## src/rtl/serial_adder.sv

```systemverilog
// serial_adder: bit-serial WIDTH-bit adder. A structural full adder built from the
// XOR2/AND2/OR2 cells is iterated LSB-first over WIDTH cycles by a small FSM.
// Optional feature macro: SERIAL_ADDER_SUB_EN adds the `sub` port (a-b via ~b and cin=1).
// Leaf gate cells are kept in this file so the block is self-contained.

module serial_adder #(
  parameter int unsigned WIDTH = 8
) (
  input  logic             clk,
  input  logic             rst,
  input  logic             start,
  input  logic [WIDTH-1:0] a,
  input  logic [WIDTH-1:0] b,
`ifdef SERIAL_ADDER_SUB_EN
  input  logic             sub,
`endif
  output logic             busy,
  output logic             done,
  output logic [WIDTH-1:0] sum,
  output logic             cout
);

  localparam int unsigned CW = $clog2(WIDTH + 1);
  localparam logic [CW-1:0] LastCount = CW'(WIDTH - 1);

  typedef enum logic [1:0] {StIdle, StShift, StDone} state_e;

  state_e           state_q, state_d;
  logic [WIDTH-1:0] a_sh, b_sh, acc;
  logic             carry;
  logic [CW-1:0]    count;

  logic [WIDTH-1:0] b_load;
  logic             cin;
  logic             p_bit, g_bit, pc_bit, s_bit, c_bit;

  // One full-adder slice on the current LSBs.
  XOR2 u_xor_p  (.a(a_sh[0]), .b(b_sh[0]), .y(p_bit));
  XOR2 u_xor_s  (.a(p_bit),   .b(carry),   .y(s_bit));
  AND2 u_and_g  (.a(a_sh[0]), .b(b_sh[0]), .y(g_bit));
  AND2 u_and_pc (.a(carry),   .b(p_bit),   .y(pc_bit));
  OR2  u_or_c   (.a(g_bit),   .b(pc_bit),  .y(c_bit));

`ifdef SERIAL_ADDER_SUB_EN
  logic [WIDTH-1:0] b_inv;

  for (genvar i = 0; i < WIDTH; i++) begin : g_inv
    INV u_inv (.a(b[i]), .y(b_inv[i]));
  end

  // Two's-complement subtract: add ~b with a carry-in of one.
  assign b_load = sub ? b_inv : b;
  assign cin    = sub;
`else
  assign b_load = b;
  assign cin    = 1'b0;
`endif

  // busy derives only from the state register, never from start.
  assign busy = (state_q != StIdle);

  // Next-state logic.
  always_comb begin
    state_d = state_q;
    unique case (state_q)
      StIdle:  if (start) state_d = StShift;
      StShift: if (count == LastCount) state_d = StDone;
      StDone:  state_d = StIdle;
      default: state_d = StIdle;
    endcase
  end

  // State register.
  always_ff @(posedge clk) begin
    if (rst) state_q <= StIdle;
    else     state_q <= state_d;
  end

  // Datapath: latch operands, shift one bit per cycle, publish result in DONE.
  always_ff @(posedge clk) begin
    if (rst) begin
      a_sh  <= '0;
      b_sh  <= '0;
      acc   <= '0;
      carry <= 1'b0;
      count <= '0;
      sum   <= '0;
      cout  <= 1'b0;
      done  <= 1'b0;
    end else begin
      done <= 1'b0;
      unique case (state_q)
        StIdle: begin
          if (start) begin
            a_sh  <= a;
            b_sh  <= b_load;
            carry <= cin;
            count <= '0;
          end
        end
        StShift: begin
          acc   <= {s_bit, acc[WIDTH-1:1]};
          a_sh  <= a_sh >> 1;
          b_sh  <= b_sh >> 1;
          carry <= c_bit;
          count <= count + 1'b1;
        end
        StDone: begin
          sum  <= acc;
          cout <= carry;
          done <= 1'b1;
        end
        default: ;
      endcase
    end
  end

endmodule

// Gate-library leaf cells.
module XOR2 (
  input  logic a,
  input  logic b,
  output logic y
);
  assign y = a ^ b;
endmodule

module AND2 (
  input  logic a,
  input  logic b,
  output logic y
);
  assign y = a & b;
endmodule

module OR2 (
  input  logic a,
  input  logic b,
  output logic y
);
  assign y = a | b;
endmodule

module INV (
  input  logic a,
  output logic y
);
  assign y = ~a;
endmodule
```

## config.mk

```make
export PLATFORM = sky130hd
export DESIGN_NAME = serial_adder
export DESIGN_NICKNAME = d
export VERILOG_FILES = /design/src/rtl/serial_adder.sv
export SDC_FILE = /design/constraint.sdc
export NUM_CORES = 1
export LEC_CHECK = 0
export CAP_MARGIN = 20
export CELL_PAD_IN_SITES_DETAIL_PLACEMENT = 1
export CELL_PAD_IN_SITES_GLOBAL_PLACEMENT = 2
export CORE_MARGIN = 10
export CORE_UTILIZATION = 27
export DETAILED_ROUTE_END_ITERATION = 8
export GPL_ROUTABILITY_DRIVEN = 1
export HOLD_SLACK_MARGIN = 0.02
export PLACE_DENSITY = 0.7
export SLEW_MARGIN = 20
export SYNTH_ARGS = -nofsm -noshare
export SYNTH_HDL_FRONTEND = slang
export SYNTH_SLANG_ARGS = --single-unit
```

## constraint.sdc

```tcl
create_clock -name clk -period 1.15 [get_ports clk]
set_input_delay 0.23 -clock clk [delete_from_list [all_inputs] [get_ports clk]]
set_output_delay 0.23 -clock clk [all_outputs]
set_load 0.03 [all_outputs]
```

Word level (Yosys, flattened, before mapping)
Cells that the tools add are included.
{"block": "classes", "n_addsub": 1, "mul": 0, "div_mod_pow": 0, "n_lt_le_gt_ge": 0, "eq_ne": 5, "n_shift": 0, "muxes": 12, "bitwise": 5, "reduce_logical": 5}
{"cell": "8-bit one-hot mux with 2 select lines", "n": 2}
{"cell": "8-bit 2-to-1 mux", "n": 2}
{"cell": "4-bit one-hot mux with 2 select lines", "n": 1}
{"cell": "4-bit by 1-bit adder with 4-bit output, second input constant", "n": 1}
{"cell": "4-bit by 3-bit == test with 1-bit output, second input constant", "n": 1}
{"cell": "2-bit 2-to-1 mux", "n": 2}
{"cell": "4-bit 2-to-1 mux", "n": 1}
{"cell": "2-bit != test, second input constant", "n": 2}
{"cell": "2-bit one-hot mux with 2 select lines", "n": 1}
{"cell": "2-bit AND reduction", "n": 2}
{"cell": "2-bit nonzero test", "n": 2}
{"cell": "1-bit bitwise AND", "n": 2}
{"cell": "2-bit by 1-bit == test with 1-bit output, second input constant", "n": 1}
{"cell": "2-bit == test, second input constant", "n": 1}
{"cell": "2-bit logical NOT", "n": 1}
{"cell": "1-bit 2-to-1 mux", "n": 2}
{"cell": "1-bit one-hot mux with 2 select lines", "n": 1}
{"cell": "1-bit bitwise XOR", "n": 2}
{"cell": "1-bit OR", "n": 1}
{"block": "totals", "regBits": 41, "latchBits": 0, "mem_bits_rw": 0, "rom_bits": 0, "output_inout_bits": 11, "word_cells": 37, "memories": 0}

Depth between registers and ports, before layout
{"block": "logic_depth", "depth_word": 4, "mapped_depth": 5}

By module
Synthesis repeated with hierarchy kept, for this count alone.
{"block": "unflattened", "hier_cells": 201, "hier_area_um2": 1677.9}
{"mod": "serial_adder", "instances": 1, "cells_per_inst": 196, "area_per_inst_um2": 1641.6, "seq_area_each_um2": 820.8}
{"mod": "XOR2", "instances": 2, "cells_per_inst": 1, "area_per_inst_um2": 8.8, "seq_area_each_um2": 0.0}
{"mod": "AND2", "instances": 2, "cells_per_inst": 1, "area_per_inst_um2": 6.3, "seq_area_each_um2": 0.0}
{"mod": "OR2", "instances": 1, "cells_per_inst": 1, "area_per_inst_um2": 6.3, "seq_area_each_um2": 0.0}

Least setup slack after synthesis
OpenSTA, ideal clock, no wires.
{"block": "synth_path", "path_kind": "flip-flop to flip-flop", "from": "reg state_q[1]", "to": "reg count[3]", "setup_ns": 0.074, "arrival_ns": 1.099, "slack_ns": -0.024, "stages_incl_launch_ff": 5, "n_path_buf": 1, "cell_sequence": "dfxtp_1 > nand2b_1 > buf_2 > or3_1 > a31oi_1"}
{"block": "synth_between", "elab_chain_len": 3}
{"element": "start, declared", "line": "28", "source": "state_e state_q, state_d;"}
{"element": "start signal, assigned", "line": "75", "source": "if (rst) state_q <= StIdle;"}
{"element": "start signal, assigned", "line": "76", "source": "else state_q <= state_d;"}
{"element": "2-bit by 1-bit == test with 1-bit output or 2-bit logical NOT (tied branches)", "line": "92", "source": "unique case (state_q)"}
{"element": "2-bit nonzero test (no source line) or 2-bit != test (tied branches)"}
{"element": "2-bit AND reduction (no source line)"}
{"element": "end signal, assigned", "line": "106", "source": "count <= count + 1'b1;"}
{"element": "end, declared", "line": "31", "source": "logic [CW-1:0] count;"}
Parallel ways exist; a longest one is shown, timed or not.
A chain may end at the register's enable or synchronous reset.

Worst setup path after layout
{"block": "layout_path", "from": "reg state_q[0]", "to": "out busy"}
{"block": "layout_between", "elab_chain_len": 1}
{"element": "2-bit nonzero test", "line": "60", "source": "assign busy = (state_q != StIdle);"}
{"element": "end, declared", "line": "17", "source": "output logic busy,"}
Every way passes these cells.

==> impl_metrics.env <==
export IMPL_hold_depth=2
export IMPL_syn_cell_area_sq_um=1620
export IMPL_reg2reg_depth=5
export IMPL_wl_per_cell_microns=14.6
export IMPL_required_ns=0.92
export IMPL_yosysSeqAreaShare_pct=50.8
export IMPL_r2r_start="state_q[0]"
export IMPL_critPathKind="reg2out"
export IMPL_grt_pass1_vias=1693
export IMPL_rsz0062_at_grt="yes"
export IMPL_final_cells=313
export IMPL_synth_warnings=0
export IMPL_grt_pass1_wl_mm=7.99
export IMPL_htreeDepth=2
export IMPL_period_minus_slack_ns=1.19
export IMPL_finalHoldViolations=0
export IMPL_endpoint_kind="primary output"
export IMPL_violations="negative setup slack"
export IMPL_power_leakage_nw=0.872
export IMPL_rrSetupSlack_ns=-0.01
export IMPL_critPathMaxStageDelay_ns=0.38
export IMPL_worstSetupStartpointType="flop"
export IMPL_wl_met1_mm=1.93
export IMPL_crit_fanout=6
export IMPL_antenna_found_initial=0
export IMPL_clk_path_buf_depth=2
export IMPL_die_y_microns=97.4
export IMPL_syn_area_per_cell_sq_um=8.46
export IMPL_top_layer_used="met4"
export IMPL_post_dp_hpwl_mm=3.31
export IMPL_die_width_microns=97.4
export IMPL_dieArea_sq_um=9480
export IMPL_drv_cap=0
export IMPL_tns_ns=-0.0418
export IMPL_crit_chain="nor2_4 -> inv_2 -> buf_6"
export IMPL_port_buffers=29
export IMPL_synth_top_area_cell="dfxtp_1"
export IMPL_synth_top_cells_by_count="dfxtp_1, nand2_1, nor2_1, a21oi_1, a211oi_1"
export IMPL_hold_ws_ns=0.461
export IMPL_vias=1530
export IMPL_grt_usage_pct=9.92
export IMPL_dp_slack_ns=-0.457
export IMPL_rows=28
export IMPL_crit_path_top_delay_cell="dfxtp_4"
export IMPL_antenna_cells=0
export IMPL_finClkSkew_ns=0.00466
export IMPL_num_io_pins=30
export IMPL_nNetsFinal=258
export IMPL_layout_drive_gt1_share_pct=29.8
export IMPL_setup_viol=2
export IMPL_drc_errors=0
export IMPL_cts_num_sinks=41
export IMPL_slew_viol_final=0
export IMPL_synth_flop_cell="dfxtp_1"
export IMPL_status="finished, violations left"
export IMPL_synth_distinct_cells=25
export IMPL_first_pass_iters=4
export IMPL_worst_hold_startpoint="sum[6]"
export IMPL_max_freq_ghz=0.844
export IMPL_dr_wl_met2_mm=2.31
export IMPL_hold_end="sum[6]"
export IMPL_synth_edf_count=0
export IMPL_synthTopCellsByArea="dfxtp_1, nand2_1, a211oi_1, nor2_1, a21oi_1"
export IMPL_synthArstFlopShare_pct=0
export IMPL_dp_cells=300
export IMPL_synth_most_common_cell="dfxtp_1"
export IMPL_tightestPinTransition_ns=0.516
export IMPL_powerDensity_nw_per_um2=1260
export IMPL_tritoncts="yes"
export IMPL_relSlewSlack_pct=65.5
export IMPL_cp_arrival_ns=0.96
export IMPL_fin_crit_sh_pct=103
export IMPL_overflow=0
export IMPL_ant_nets=0
export IMPL_grt_max_degree=16
export IMPL_syn2layout_area_growth_pct=46.4
export IMPL_hold_path_class="reg2reg"
export IMPL_clockRootBuffer="clkbuf_8"
export IMPL_yosys_area_top_type_share_pct=50.8
export IMPL_synthCells=191
export IMPL_start_util_pct=27.6
export IMPL_path_clk_slew_ns=0.08
export IMPL_finalPower_w=0.00298
export IMPL_cts_buffers=5
export IMPL_synth_fp_nets=212
export IMPL_worst_slack_ns=-0.0353
export IMPL_drt_iter0_drc=42
export IMPL_irDropWorstVdd_v=0.000447
export IMPL_worstSkewPairLatency_ns=0.29
export IMPL_yosys_register_bits=41
export IMPL_gp_congestion=0.718
export IMPL_coreArea_sq_um=5850
export IMPL_vias_per_cell=4.89
export IMPL_regToRegEndpoint="count[2]"
export IMPL_routed_wl_mm=4.57
export IMPL_wl_met3_microns=241
cell families after synthesis:
family          Yosys count  synth area share [%]
flops                    41                  50.8
buf+inv                  21                  5.42
simple gates             72                  18.4
compound gates           55                  23.4
fa+ha+maj                 2                  2.01
cells in the final DEF (no fill, tap or decap), types with 2 or more instances in the layout:
cell type	count
dfxtp_4	2
nor2_1	24
nand2b_1	3
buf_4	28
clkbuf_8	7
dfxtp_2	2
buf_6	6
a32oi_1	2
a211oi_2	6
buf_12	2
a21oi_1	11
o22ai_1	8
clkdlybuf4s50_1	17
a21oi_2	5
nand2_1	35
o2bb2ai_1	4
a211oi_1	9
nand3b_1	2
dfxtp_1	37
a31oi_1	2
nand3_1	2
inv_1	5
metrics by stage:
stage / instance area [sq um] / utilization [%]
2_1_floorplan: 1620 / -
5_1_grt: 2370 / 40.5
3_5_place_dp: 2100 / 35.8
3_3_place_gp: 2100 / 35.8
6_report: 2370 / 40.5
4_1_cts: 2280 / 39.1
registers in the layout, indices dropped and copies added (netlist names):
| signal | count |
|---|---|
| carry | 1 |
| state_q | 2 |
| count | 4 |
| done | 1 |
| sum | 8 |
| b_sh | 8 |
| acc | 8 |
| cout | 1 |
| a_sh | 8 |
what timing repair did:
action,CTS,global route
buffers inserted,5,0
gates cloned,1,0
hold buffers,0,0
pin swaps,9,9
setup endpoints to repair,18,35
resized for setup,21,20
critical path, delay by kind of cell (launching register included):
kind	cells	cell delay [ns]
simple gates	1	0.12
buf+inv	2	0.17
flops	1	0.38
final cells by class:
class / count / area, sq um
clock inverter: 1 / 5.00
tap: 75 / 93.8
inverter: 6 / 22.5
multi-input combinational: 129 / 822
clock buffer: 7 / 96.3
fill: 677 / 3480
timing repair buffer: 54 / 497
sequential: 41 / 831
report_power, final:
group	internal, W	switching (W)
registers	0.00148	0.0000413
clock network	0.000543	0.000488
logic	0.000228	0.000198
worst max path at each step:
stage                    start  endpoint  cells past startpoint
CTS                 state_q[0]      busy                      3
floorplan           state_q[1]  count[3]                      4
global placement         start   a_sh[6]                      4
detailed placement       start   a_sh[4]                      4
finish              state_q[0]      busy                      3
global route        state_q[0]      busy                      3
per-layer routing:
metal | vias to the layer above | track usage (%)
met1 | 735 | 11.0
met5 | - | 0
met2 | 31 | 17.1
li1 | 754 | -
met3 | 10 | 3.27
met4 | 0 | 3.80
Power figures use the tool's default switching activity.
